<file path="src/rtl/muldiv_unit.sv">
// Iterative RV32M multiply/divide unit.
// Multiplies use 32-step shift-add and divides use 32-step restoring division,
// both on operand magnitudes. The sign is fixed up in the DONE state, and the
// writeback is registered on the way out of DONE.
// Optional macro MULDIV_FAST_MUL_EN: multiplies skip the iterative path and use
// a combinational 32x32 product formed in the DONE state.
module muldiv_unit #(
  parameter int RD_W  = 5,
  parameter int CNT_W = 6
) (
  input  logic            clk,
  input  logic            rst_n,
  input  logic            start,
  input  logic            flush,
  input  logic [2:0]      funct3,
  input  logic [31:0]     op_a,
  input  logic [31:0]     op_b,
  input  logic [RD_W-1:0] rd_in,
  output logic            busy,
  output logic            done,
  output logic            wb_we,
  output logic [RD_W-1:0] wb_rd,
  output logic [31:0]     wb_data
);

  typedef enum logic [1:0] {IDLE, CALC, DONE} state_e;

  state_e             state_q, state_d;
  logic [63:0]        acc_q, acc_d;      // {hi/rem, lo/multiplier/quotient}
  logic [31:0]        opb_q, opb_d;      // multiplicand or divisor magnitude
  logic [2:0]         f3_q, f3_d;
  logic [RD_W-1:0]    rd_q, rd_d;
  logic               qneg_q, qneg_d;    // product / quotient sign
  logic               rneg_q, rneg_d;    // remainder sign
  logic               spec_q, spec_d;    // acc already holds the final raw result
  logic [CNT_W-1:0]   cnt_q, cnt_d;
  logic               done_q, done_d;
  logic               we_q, we_d;
  logic [RD_W-1:0]    wb_rd_q, wb_rd_d;
  logic [31:0]        wb_data_q, wb_data_d;

  // Operand decode at request time
  logic        is_div, a_signed, b_signed, sa, sb, div0, ovf;
  logic [31:0] mag_a, mag_b;
  // Iteration and result datapath
  logic [32:0] mul_sum, div_part, div_diff;
  logic [63:0] mul_mag, prod;
  logic [31:0] quo, rem, result;

  assign is_div   = funct3[2];
  assign a_signed = is_div ? ~funct3[0] : (funct3[1:0] == 2'd1 || funct3[1:0] == 2'd2);
  assign b_signed = is_div ? ~funct3[0] : (funct3[1:0] == 2'd1);
  assign sa       = a_signed & op_a[31];
  assign sb       = b_signed & op_b[31];
  assign mag_a    = sa ? -op_a : op_a;
  assign mag_b    = sb ? -op_b : op_b;
  assign div0     = is_div && (op_b == 32'd0);
  assign ovf      = is_div && !funct3[0] && (op_a == 32'h8000_0000) && (op_b == 32'hFFFF_FFFF);

  assign mul_sum  = {1'b0, acc_q[63:32]} + (acc_q[0] ? {1'b0, opb_q} : 33'd0);
  assign div_part = acc_q[63:31];
  assign div_diff = div_part - {1'b0, opb_q};

`ifdef MULDIV_FAST_MUL_EN
  assign mul_mag  = 64'(acc_q[31:0]) * 64'(opb_q);
`else
  assign mul_mag  = acc_q;
`endif
  assign prod     = qneg_q ? -mul_mag : mul_mag;
  assign quo      = spec_q ? acc_q[31:0]  : (qneg_q ? -acc_q[31:0]  : acc_q[31:0]);
  assign rem      = spec_q ? acc_q[63:32] : (rneg_q ? -acc_q[63:32] : acc_q[63:32]);

  // Final result selection by op
  always_comb begin
    result = 32'd0;
    if (f3_q[2])               result = f3_q[1] ? rem : quo;
    else if (f3_q[1:0] == 2'd0) result = prod[31:0];
    else                        result = prod[63:32];
  end

  // Next-state, datapath step and writeback
  always_comb begin
    state_d   = state_q;
    acc_d     = acc_q;
    opb_d     = opb_q;
    f3_d      = f3_q;
    rd_d      = rd_q;
    qneg_d    = qneg_q;
    rneg_d    = rneg_q;
    spec_d    = spec_q;
    cnt_d     = cnt_q;
    done_d    = 1'b0;
    we_d      = 1'b0;
    wb_rd_d   = wb_rd_q;
    wb_data_d = wb_data_q;
    unique case (state_q)
      IDLE: begin
        if (start && !flush) begin
          f3_d   = funct3;
          rd_d   = rd_in;
          qneg_d = sa ^ sb;
          rneg_d = sa;
          cnt_d  = '0;
          opb_d  = mag_b;
          if (div0) begin
            acc_d   = {op_a, 32'hFFFF_FFFF};
            spec_d  = 1'b1;
            state_d = DONE;
          end else if (ovf) begin
            acc_d   = {32'd0, 32'h8000_0000};
            spec_d  = 1'b1;
            state_d = DONE;
          end else begin
            // Same initial layout for both: zero high half, |a| in the low half
            acc_d   = {32'd0, mag_a};
            spec_d  = 1'b0;
            state_d = CALC;
`ifdef MULDIV_FAST_MUL_EN
            if (!is_div) state_d = DONE;
`endif
          end
        end
      end
      CALC: begin
        cnt_d = cnt_q + CNT_W'(1);
        if (f3_q[2]) begin
          if (!div_diff[32]) acc_d = {div_diff[31:0], acc_q[30:0], 1'b1};
          else               acc_d = {div_part[31:0], acc_q[30:0], 1'b0};
        end else begin
          acc_d = {mul_sum, acc_q[31:1]};
        end
        if (cnt_q == CNT_W'(31)) state_d = DONE;
      end
      DONE: begin
        done_d    = 1'b1;
        we_d      = (rd_q != '0);
        wb_rd_d   = rd_q;
        wb_data_d = result;
        state_d   = IDLE;
      end
      default: state_d = IDLE;
    endcase
    // Abort wins over everything: no writeback, outputs keep old values
    if (flush) begin
      state_d   = IDLE;
      done_d    = 1'b0;
      we_d      = 1'b0;
      wb_rd_d   = wb_rd_q;
      wb_data_d = wb_data_q;
    end
  end

  // State register
  always_ff @(posedge clk or negedge rst_n) begin
    if (!rst_n) state_q <= IDLE;
    else        state_q <= state_d;
  end

  // Datapath and writeback registers
  always_ff @(posedge clk or negedge rst_n) begin
    if (!rst_n) begin
      acc_q     <= '0;
      opb_q     <= '0;
      f3_q      <= '0;
      rd_q      <= '0;
      qneg_q    <= 1'b0;
      rneg_q    <= 1'b0;
      spec_q    <= 1'b0;
      cnt_q     <= '0;
      done_q    <= 1'b0;
      we_q      <= 1'b0;
      wb_rd_q   <= '0;
      wb_data_q <= '0;
    end else begin
      acc_q     <= acc_d;
      opb_q     <= opb_d;
      f3_q      <= f3_d;
      rd_q      <= rd_d;
      qneg_q    <= qneg_d;
      rneg_q    <= rneg_d;
      spec_q    <= spec_d;
      cnt_q     <= cnt_d;
      done_q    <= done_d;
      we_q      <= we_d;
      wb_rd_q   <= wb_rd_d;
      wb_data_q <= wb_data_d;
    end
  end

  assign busy    = (state_q != IDLE);
  assign done    = done_q;
  assign wb_we   = we_q;
  assign wb_rd   = wb_rd_q;
  assign wb_data = wb_data_q;

endmodule

</file>
<file path="config.mk">
export PLATFORM = sky130hd
export DESIGN_NAME = muldiv_unit
export DESIGN_NICKNAME = d
export VERILOG_FILES = /design/src/rtl/muldiv_unit.sv
export SDC_FILE = /design/constraint.sdc
export NUM_CORES = 1
export LEC_CHECK = 0
export CELL_PAD_IN_SITES_DETAIL_PLACEMENT = 0
export CELL_PAD_IN_SITES_GLOBAL_PLACEMENT = 1
export CORE_ASPECT_RATIO = 0.8
export CORE_MARGIN = 10
export CORE_UTILIZATION = 35
export DETAILED_ROUTE_END_ITERATION = 16
export PLACE_DENSITY = 0.7
export SETUP_SLACK_MARGIN = 0.05
export SYNTH_ARGS = -nofsm -noshare
export SYNTH_HDL_FRONTEND = slang
export SYNTH_SLANG_ARGS = --single-unit
</file>
<file path="constraint.sdc">
create_clock -name clk -period 4.37 [get_ports clk]
set_input_delay 0.874 -clock clk [delete_from_list [all_inputs] [get_ports clk]]
set_output_delay 0.874 -clock clk [all_outputs]
set_load 0.05 [all_outputs]
</file>
==> impl_metrics.csv <==
group,metric,value,unit
worst_setup_path,startpoint_type,"register",
timing,finalHoldViolCount,0,
final_layout,syn_to_final_growth,16.17,%
synthesis,ys_seq_elements,154,
synthesis,netlist_area,15790,sq um
final_layout,seqCellArea,3860,sq um
pwr,clkPwrFrac,0.138,
job,drv_cap,0,
final_layout,multi_input_area,11020,sq um
floorplan,core_region_area,44460,sq um
synthesis,ys_seq_area_frac,0.2441,
final_layout,final_common_cell,"nand2_1",
worst_setup_path,cp_cell_sequence,"nor4_1, nand4_1, buf_4, o41ai_1, buf_4, nand2_1, a21oi_1, xor2_1, nor3_1, a2111oi_0, buf_4, nor2_1",
pwr,p_leak,7.565,nW
worst_setup_path,crit_slowest_cell,"nor4_1",
worst_setup_path,crit_family,"simple AND/OR/NAND/NOR gates",
synthesis,synth_edf_count,0,
detailed_routing,vias_per_cell,5.903,
detailed_routing,drc_errors,0,
timing,period_needed,4.138,ns
clocking,cts_resized,0,
synthesis,synth_compound_area_frac,0.2557,
synthesis,synth_top_family_by_area,"compound AO/OA/AOI/OAI gates",
detailed_routing,drt_iter0_drc,1748,
clocking,post_cts_buffers,0,
clocking,clockBufferDepth,2,
detailed_routing,wl_met3,6.888,mm
timing,fmax,0.2417,GHz
synthesis,synth_cell_types,77,
outcome,outcome,"finished clean",
global_route,overflow,0,
worst_setup_path,required,4.73,ns
timing,slew_headroom,0.08854,
worst_setup_path,path_buf_inv,3,
worst_setup_path,path_class,"register to register",
timing,skew,0.02054,ns
worst_setup_path,rr_worst_depth,12,
final_layout,final_cell_mix,"275 x nand2_1, 203 x o21ai_0, 174 x nor2_1",
placed_design,place_ws,0.01460,ns
detailed_routing,wl_met2,26.24,mm
synthesis,netlist_instances,2118,
clocking,cts_buffers,17,
global_route,grt_max_degree,91,
synthesis,synthAdderAreaFrac,0.05881,
pwr,comb_power_share,0.643,
clocking,tritoncts,"done",
clocking,worstSkewPairLatency,0.47,ns
clocking,clk_transition_reported_paths,0.08,ns
pwr,p_switching,6.177,mW
detailed_routing,highest_layer,"met4",
floorplan,rows,69,
detailed_routing,wire_per_inst,24.08,um
synthesis,syn_area_per_cell,7.453,sq um
timing,fin_crit_sh,0.9468,
synthesis,synth_ff_type,"dfrtp_1",
global_route,antenna_found_initial,1,
timing,drv_slew,0,
timing,rsz0062_at_grt,"false",
worst_setup_path,worstPathArrival,4.49,ns
worst_setup_path,crit_path_frequent_cell,"buf_4",
placed_design,place_congestion,0.9949,
placed_design,post-dp-hpwl,51.69,mm
timing,worst_slew_pin_slew,1.355,ns
floorplan,die_w,257.4,um
synthesis,synth-simple-area-share,0.2126,
pwr,p_sw_frac,0.5232,
synthesis,synth.area.mux_share,0.04137,
hold_path,hp-class,"input port to asynchronous set/reset pin",
synthesis,syn_nets,2267,
floorplan,initial_core_util,0.3551,
global_route,grt_pass1_wl,99.67,mm
clocking,htree_levels,4,
clocking,root_buffer,"clkbuf_16",
detailed_routing,num_vias,16394,
pwr,intPower,5.630,mW
detailed_routing,m1WireLength,32.42,mm
floorplan,die-area,54050,sq um
synthesis,synth_xor_area_frac,0.1276,
placed_design,io_buffer_count,115,
floorplan,boundaryPins,116,
worst_setup_path,crit_fanout,12,
final_layout,post-route-cell-area,18340,sq um
detailed_routing,drt_wl_total,66.87,mm
global_route,grt_pass1_vias,15533,
final_layout,fill_cells,4565,
final_layout,drive_gt1_frac,0.07501,
global_route,grt.total_usage,0.2404,
worst_setup_path,worst-path-stages,12,
synthesis,async_flop_share,1.000,
timing,setup_viol_count_final,0,
clocking,cts_sinks,154,
synthesis,yosys_warnings,0,
floorplan,die_y,210.0,um
final_layout,nets,2309,
placed_design,dpl-instance-area,17710,sq um
timing,tns,0,ns
pwr,power_density,643.8,nW/um^2
pwr,pwr-share-seq,0.218,
pwr,max-vdd-ir-drop,0.4837,mV
worst_setup_path,worstSetupEndpointType,"register",
timing,worst_slack,0.2324,ns
pwr,total_power,11.81,mW
detailed_routing,ant_nets,0,
clocking,ctsHoldBuffers,0,
detailed_routing,first_pass_iters,9,
worst_setup_path,cpPeakStageDelay,1.13,ns
cells by family (layout without fill, tap and decap cells):
| kind of cell | after synthesis | after routing |
|---|---|---|
| AOI/OAI and AO/OA | 631 | 631 |
| muxes | 65 | 65 |
| DFF | 154 | 154 |
| adders and majority gates | 73 | 73 |
| buffers and inverters | 243 | 298 |
| other | 0 | 1 |
| xor gates and xnor gates | 230 | 230 |
| and+or+nand+nor | 722 | 722 |
stage by stage:
step / hold slack [ns] / util / instances
after floorplan: 0.4498 / - / 2118
after global placement: 0.4638 / 0.3983 / 2744
after detailed placement: 0.4622 / 0.3983 / 2744
after CTS: 0.4811 / 0.4124 / 2776
after global routing: 0.5026 / 0.4124 / 2776
final: 0.4531 / 0.4125 / 2777
path summary, 6_finish.rpt:
kind                                  from          end  slack (ns)
worst max-delay path             acc_q[10]  wb_data[23]        0.23
worst min-delay path                 rst_n  wb_data[10]        0.45
worst max register to register   acc_q[10]  wb_data[23]        0.23
worst min register to register  wb_data[6]   wb_data[6]        0.48
max in group asynchronous            rst_n    opb_q[27]        2.93
min in group clk                wb_data[6]   wb_data[6]        0.48
final cells by class:
| class | instances | share of cell area |
|---|---|---|
| clock buffer | 17 | 0.02320 |
| antenna | 1 | 0.0001365 |
| tap | 603 | 0.04114 |
| inverter | 64 | 0.01310 |
| multi-input combinational | 1721 | 0.6011 |
| timing repair buffer | 202 | 0.09982 |
| clock inverter | 15 | 0.01098 |
| sequential | 154 | 0.2105 |
worst register-to-register path, delay by kind of cell, from the launching register on:
family          cells  cell delay [ns]
flops               1             0.39
simple gates        5             1.49
compound gates      3             1.26
buf+inv             3             0.70
xor+xnor            1             0.19
routing by layer:
metal	vias to the layer above	GRT usage
met5	-	0
met4	0	0.06055
met3	70	0.06101
met2	770	0.3297
met1	7892	0.3623
li1	7662	-
synth_stat cells (47+ instances only):
| cell | n | area share |
|---|---|---|
| dfrtp_1 | 154 | 0.24 |
| xor2_1 | 94 | 0.052 |
| ha_1 | 71 | 0.056 |
| nor2_1 | 176 | 0.042 |
| nand3_1 | 47 | 0.015 |
| o21ai_0 | 203 | 0.064 |
| clkbuf_1 | 151 | 0.036 |
| inv_1 | 64 | 0.015 |
| xnor2_1 | 136 | 0.075 |
| mux2i_1 | 63 | 0.040 |
| nand2_1 | 276 | 0.066 |
| a21oi_1 | 144 | 0.046 |
flip-flops by register name, summed over array words and instances, names as in the netlist:
register and cells:
opb_q 32, f3_q 3, rd_q 5, rneg_q 1, cnt_q 6, done 1
acc_q 64, wb_data 32, wb_we 1, wb_rd 5, spec_q 1, qneg_q 1
state_q 2
power by group through the flow:
| stage | sequential [mW] | clock [mW] | combinational, mW |
|---|---|---|---|
| finish | 2.58 | 1.63 | 7.60 |
| global route | 2.61 | 1.72 | 8.23 |
| CTS | 2.54 | 1.66 | 7.42 |
| detailed placement | 2.57 | 0 | 7.37 |
| global placement | 2.57 | 0 | 7.38 |
| floorplan | 2.00 | 0 | 5.49 |
(Power assumes the default switching activity.)
